$ cat config.mk
export PLATFORM = sky130hd
export DESIGN_NAME = hazard_ctrl
export DESIGN_NICKNAME = d
export VERILOG_FILES = /design/src/rtl/hazard_ctrl.sv
export SDC_FILE = /design/constraint.sdc
export NUM_CORES = 1
export LEC_CHECK = 0
export CAP_MARGIN = 15
export CORE_MARGIN = 5
export CORE_UTILIZATION = 30
export DETAILED_ROUTE_END_ITERATION = 8
export PLACE_DENSITY = 0.87
export SYNTH_ARGS = -nofsm -noshare
export SYNTH_HDL_FRONTEND = slang
export SYNTH_SLANG_ARGS = --single-unit
$ cat constraint.sdc
create_clock -name clk -period 2 [get_ports clk]
set_input_delay 0.3 -clock clk [delete_from_list [all_inputs] [get_ports clk]]
set_output_delay 0.3 -clock clk [all_outputs]
set_load 0.01 [all_outputs]
$ cat src/rtl/hazard_ctrl.sv
// Stall/bubble/flush controller for the 5-stage rv32i pipeline: load-use bubbles,
// memory freezes and redirect flushes. Optional perf counters behind HAZARD_PERF_EN.
module hazard_ctrl #(
    parameter int REG_ADDR_W = 5,
    parameter int PERF_W     = 32
) (
    input  logic                  clk,
    input  logic                  rst_n,
    input  logic [REG_ADDR_W-1:0] ifid_rs1,
    input  logic [REG_ADDR_W-1:0] ifid_rs2,
    input  logic                  ifid_uses_rs1,
    input  logic                  ifid_uses_rs2,
    input  logic                  idex_mem_read,
    input  logic [REG_ADDR_W-1:0] idex_rd,
    input  logic                  ex_br_taken,
    input  logic                  imem_req,
    input  logic                  imem_resp,
    input  logic                  dmem_req,
    input  logic                  dmem_resp,
    output logic                  pc_load,
    output logic                  ifid_load,
    output logic                  idex_load,
    output logic                  exmem_load,
    output logic                  memwb_load,
    output logic                  ifid_flush,
    output logic                  idex_flush,
    output logic [1:0]            stall_state
`ifdef HAZARD_PERF_EN
    ,
    output logic [PERF_W-1:0]     perf_mem_stall,
    output logic [PERF_W-1:0]     perf_lu_bubble,
    output logic [PERF_W-1:0]     perf_flush
`endif
);

    typedef enum logic [1:0] {
        RUN       = 2'd0,
        MEM_WAIT  = 2'd1,
        LU_BUBBLE = 2'd2
    } stallState_e;

    if (PERF_W < 1) begin : gPerfWidthCheck
        $error("hazard_ctrl: PERF_W must be at least 1");
    end

    stallState_e state_q, state_d;
    logic        imemDone_q, imemDone_d;
    logic        dmemDone_q, dmemDone_d;
    logic        bubbleDone_q, bubbleDone_d;

    logic iRdy, dRdy, memStall;
    logic luHazard, luMasked, luTake, brTake;

    // A response that arrived on an earlier stalled cycle still counts as ready.
    assign iRdy     = !imem_req | imem_resp | imemDone_q;
    assign dRdy     = !dmem_req | dmem_resp | dmemDone_q;
    assign memStall = !(iRdy & dRdy);

    assign luHazard = idex_mem_read && (idex_rd != '0) &&
                      ((ifid_uses_rs1 && (ifid_rs1 == idex_rd)) ||
                       (ifid_uses_rs2 && (ifid_rs2 == idex_rd)));

    // Once the bubble is in, the consumer may advance; that also holds across a freeze.
    assign luMasked = (state_q == LU_BUBBLE) || ((state_q == MEM_WAIT) && bubbleDone_q);
    assign brTake   = !memStall && ex_br_taken;
    assign luTake   = !memStall && !ex_br_taken && luHazard && !luMasked;

    assign stall_state = state_q;

    always_comb begin
        state_d      = RUN;
        bubbleDone_d = 1'b0;
        imemDone_d   = 1'b0;
        dmemDone_d   = 1'b0;
        if (memStall) begin
            state_d      = MEM_WAIT;
            bubbleDone_d = bubbleDone_q || (state_q == LU_BUBBLE);
            imemDone_d   = imemDone_q || imem_resp;
            dmemDone_d   = dmemDone_q || dmem_resp;
        end else if (luTake) begin
            state_d = LU_BUBBLE;
        end
    end

    always_ff @(posedge clk or negedge rst_n) begin
        if (!rst_n) begin
            state_q      <= RUN;
            imemDone_q   <= 1'b0;
            dmemDone_q   <= 1'b0;
            bubbleDone_q <= 1'b0;
        end else begin
            state_q      <= state_d;
            imemDone_q   <= imemDone_d;
            dmemDone_q   <= dmemDone_d;
            bubbleDone_q <= bubbleDone_d;
        end
    end

    // Enables stay low for the whole reset window, even with no stall pending.
    always_comb begin
        pc_load    = 1'b0;
        ifid_load  = 1'b0;
        idex_load  = 1'b0;
        exmem_load = 1'b0;
        memwb_load = 1'b0;
        ifid_flush = 1'b0;
        idex_flush = 1'b0;
        if (rst_n && !memStall) begin
            idex_load  = 1'b1;
            exmem_load = 1'b1;
            memwb_load = 1'b1;
            if (brTake) begin
                pc_load    = 1'b1;
                ifid_load  = 1'b1;
                ifid_flush = 1'b1;
                idex_flush = 1'b1;
            end else if (luTake) begin
                idex_flush = 1'b1;
            end else begin
                pc_load    = 1'b1;
                ifid_load  = 1'b1;
            end
        end
    end

`ifdef HAZARD_PERF_EN
    logic [PERF_W-1:0] perfMemStall_q, perfLuBubble_q, perfFlush_q;

    always_ff @(posedge clk or negedge rst_n) begin
        if (!rst_n) begin
            perfMemStall_q <= '0;
            perfLuBubble_q <= '0;
            perfFlush_q    <= '0;
        end else begin
            if (memStall && (perfMemStall_q != '1)) begin
                perfMemStall_q <= perfMemStall_q + 1'b1;
            end
            if (luTake && (perfLuBubble_q != '1)) begin
                perfLuBubble_q <= perfLuBubble_q + 1'b1;
            end
            if (brTake && (perfFlush_q != '1)) begin
                perfFlush_q <= perfFlush_q + 1'b1;
            end
        end
    end

    assign perf_mem_stall = perfMemStall_q;
    assign perf_lu_bubble = perfLuBubble_q;
    assign perf_flush     = perfFlush_q;
`endif

endmodule

-- After elaboration in Yosys (flattened, before gate mapping)
Cells that the tools add are included.
- register bits: 5
- input bits: 25
- output and inout port bits: 9
- logic and storage cells: 47
- eq/ne operators: 4
- multiplexer cells: 14
- bitwise operators: 5
- reduce and logical (&&, ||, !) cells: 20
- operators by type and width (kind ; number):
    $mux 1 ; 12
    $eq 5x5->1 ; 2
    $logic_and 1x1->1 ; 10
    $logic_or 1x1->1 ; 5
    $reduce_bool 5->1 ; 1
    $logic_not 1->1 ; 4
    $mux 2 ; 2
    $or 1x1->1 ; 4
    $eq 2x1->1 const B ; 1
    $eq 2x2->1 const B ; 1
    $and 1x1->1 ; 1

-- Logic depth before layout (Yosys ltp)
- word-level depth: 10
- gate-level depth with buffers: 5
- gate-level depth less buffers: 4

-- Worst setup path before layout
Ideal clock, no wire load.
- kind: register to output
- from: reg state_q[1], in the netlist stall_state[1]
- to: out pc_load
- arrival time: 1358 ps
- data required time: 1700 ps
- path slack: 342 ps
- cell stages (with the launch flop): 6
- path buffers: 1
- cells stage by stage: dfrtp_1 > nor2b_1 > nor4b_1 > o21ai_2 > o21ba_1 > buf_4
- longest elaborated chain between the ends: 8
- elaborated cells between the ends (all ways): 9
- classes of those cells: eq/ne: 2; mux: 3; reduce/logical: 4
- RTL lines (item ; line ; text):
    start: declaration ; 46 ; stallState_e state_q, state_d;
    start signal: assignment ; 92 ; state_q <= state_d;
    $eq 2x1->1 ; 64 ; assign luMasked = (state_q == LU_BUBBLE) || ((state_q == MEM_WAIT) && bubbleDone_q);
    $logic_and 1x1->1 ; 64 ;
    $logic_or 1x1->1 * ; 64 ;
    $logic_not 1->1 * ; 66 ; assign luTake = !memStall && !ex_br_taken && luHazard && !luMasked;
    $logic_and 1x1->1 * ; 66 ;
    $mux 1 * (3 in a row) ; n/a ;
    end: declaration ; 20 ; output logic pc_load,
Every way passes the cells marked *; elsewhere a longest branch is shown, timed or not.

-- Worst setup path in the final report
- from: in ifid_rs1[0]
- to: out idex_flush
- longest elaborated chain between the ends: 9
- RTL lines (item ; line ; text):
    start: declaration ; 9 ; input logic [REG_ADDR_W-1:0] ifid_rs1,
    $eq 5x5->1 ; 60 ; ((ifid_uses_rs1 && (ifid_rs1 == idex_rd)) ||
    $logic_and 1x1->1 ; 60 ;
    $logic_or 1x1->1 ; 60 ;
    $logic_and 1x1->1 ; 59 ; assign luHazard = idex_mem_read && (idex_rd != '0) &&
    $logic_and 1x1->1 (2 in a row) ; 66 ;
    $mux 1 ; 117 ; end else if (luTake) begin
    $mux 1 ; 112 ; if (brTake) begin
    $mux 1 ; 108 ; if (rst_n && !memStall) begin
    end: declaration ; 26 ; output logic idex_flush,
No other way between the ends.

==> results.toml <==
[outcome]
outcome = "finished with violations"
violations = "negative setup slack"

[final_layout]
syn2layout_area_growth_pct = 118
nets = 115
antenna_cells = 0
final_common_cell = "clkdlybuf4s50_1"
most-common-layout-cells = "17 x clkdlybuf4s50_1, 11 x buf_4, 10 x dlygate4sd2_1"
fin_cells = 104
drive_above_1_share_pct = 30.3

[cts]
clock_latency_ps = 240
cts_made_buffers = 3
clock-sinks = 5
h-tree-depth = 1
cts_tree = "done"
ctsLongestPathBuffers = 2
clkTransAtPathRegs_ps = 40
postCtsHoldBufs = 0
cts_root_buffer = "clkbuf_4"

[die]
coreArea_mm2 = 0.00127
fp.dieH_um = 46.2
rows = 13
ios = 34
initial_core_util_pct = 31.1
die_x_um = 46.2
dieArea_mm2 = 0.00214

[worst_setup_path]
endpoint = "idex_flush"
critical_path_class = "in -> out"
required_ps = 1700
cp-end-kind = "primary output"
startpoint = "ifid_rs1[0]"
worst-path-max-fanout = 3
regToRegStartpoint = "stall_state[1]"
cpMaxStageDelayCell = "clkdlybuf4s50_1"
reg2reg_slack_ps = 720
cp-start-kind = "primary input"
path_cells = "clkdlybuf4s50_1 > xor2_1 > nor4_2 > a32oi_2 > o31ai_2 > buf_2"
rr_endpoint = "stall_state[1]"
cpPeakStageDelay_ps = 410
ff2ff_path_depth = 5
worstPathArrival_ps = 1720

[drt]
drt-pass1-iter-count = 4
wl_per_cell_um = 13.2
dr_total_vias = 486
postRouteAntennaNets = 0
drt_iter0_drc = 4
routed_wl_um = 1370
drc = 0
avgViaCountPerCell = 4.67

[timing]
period_share_pct = 101
rsz0062_at_grt = "true"
worst_slack_ps = -15.1
timing.final.max_slew_violations = 0
hold-worst-slack_ps = 465
hold_violations = 0
min_period_ps = 2020
fmax_mhz = 496
fin_skew_ps = 3.29
setup-violations-final = 1
worst_pin_slew_ps = 267
slew_headroom_pct = 82.1

[synthesis]
avgSynthCellArea_um2 = 8.96
synth-seq-area-share_pct = 31.7
synth_edf_count = 0
synth_fp_nets = 69
synth_seq_cells = 5
ys.flop_type = "dfrtp_1"
netlist_instances = 44
yosys_warnings = 0
ys_types = 21
netlist_area_um2 = 394
async_reset_ff_share_pct = 100

[power_and_ir_drop]
power_density_mw_per_mm2 = 423
power.leakage_nw = 0.435
ir_drop_uv = 237
finalPower_uw = 364

[global_route]
grt_pass1_vias = 523
antenna_found_initial = 0
grt.total_usage_pct = 13.0
grt_pass1_wl_um = 1860
grt_max_degree = 6
gr-total-overflow = 0

[placed_design]
place_congestion = 0.705
dpl.hpwl_um = 1120
dp.cells = 99
io_buffer_count = 33

[worst_hold_path]
hold_class = "in -> async"

[run]
cap_violations = 0
-- stage by stage --
step	setup TNS, ps	utilization [%]	area [um^2]	setup slack [ps]
floorplan	0	-	394	342
global placement	-2070	62.7	796	-525
detailed placement	-2360	62.7	796	-592
CTS	-39.5	64.9	823	-39.5
global route	-108	67.9	861	-108
finish	-15.1	67.9	861	-15.1
-- flip-flops by register name, indices dropped and copies added (netlist names) --
register and flops:
stall_state 2, bubbleDone_q 1, dmemDone_q 1, imemDone_q 1
-- worst max-delay path, delay by kind of cell --
family / cells / cell delay [ps]
buffers and inverters: 2 / 580
AOI/OAI and AO/OA: 2 / 370
and+or+nand+nor: 1 / 300
xor gates and xnor gates: 1 / 150
-- routing by layer --
layer  vias up  GRT usage [%]  share of wire (%)
met4         0           11.4                1.5
met3         4           3.91                8.0
li1        234              -                  -
met1       217           8.69                 27
met5         -              0                  0
met2        31           26.6                 63
-- repair_timing --
action                                  CTS  global route
resized for setup                        26             7
pin swaps                                 5             5
endpoints found under the setup margin    7             4
buffers inserted                          1             0
-- cells in the mapped netlist (all sizes together) (2+ instances only) --
cell   number  area, um^2
xor2        8        70.1
nor2        6        22.5
dfrtp       5         125
buf         3        22.5
inv         3        11.3
nand2       3        11.3
nor4        2        18.8
xnor2       2        17.5
-- final cells by class --
cell class	count	area [um^2]
Fill cell	102	408
Timing Repair Buffer	44	393
Multi-Input combinational cell	33	287
Sequential cell	5	125
Clock buffer	4	26.3
Tap cell	15	18.8
Inverter	3	11.3
-- where the power goes --
| part | internal (mW) | switching [mW] |
|---|---|---|
| clock | 0.0753 | 0.0398 |
| combinational | 0.0839 | 0.0580 |
| sequential | 0.105 | 0.00186 |
-- worst min-delay path by stage --
stage                     slack (ps)            to    startpoint  cells after the start
after floorplan                    4  bubbleDone_q         rst_n                      0
after global placement           470  bubbleDone_q  bubbleDone_q                      2
after detailed placement         490  bubbleDone_q  bubbleDone_q                      2
after CTS                        460    imemDone_q         rst_n                      3
after global routing             500    imemDone_q         rst_n                      3
final                            470    imemDone_q         rst_n                      3
-- cell families after synthesis --
group                  synth area share [%]
AND/OR/NAND/NOR                        25.4
XOR/XNOR                               22.2
buffers and inverters                  8.57
AO/OA/AOI/OAI                          12.1
flip-flops                             31.7
No activity file was read; power rests on OpenSTA's default activity.
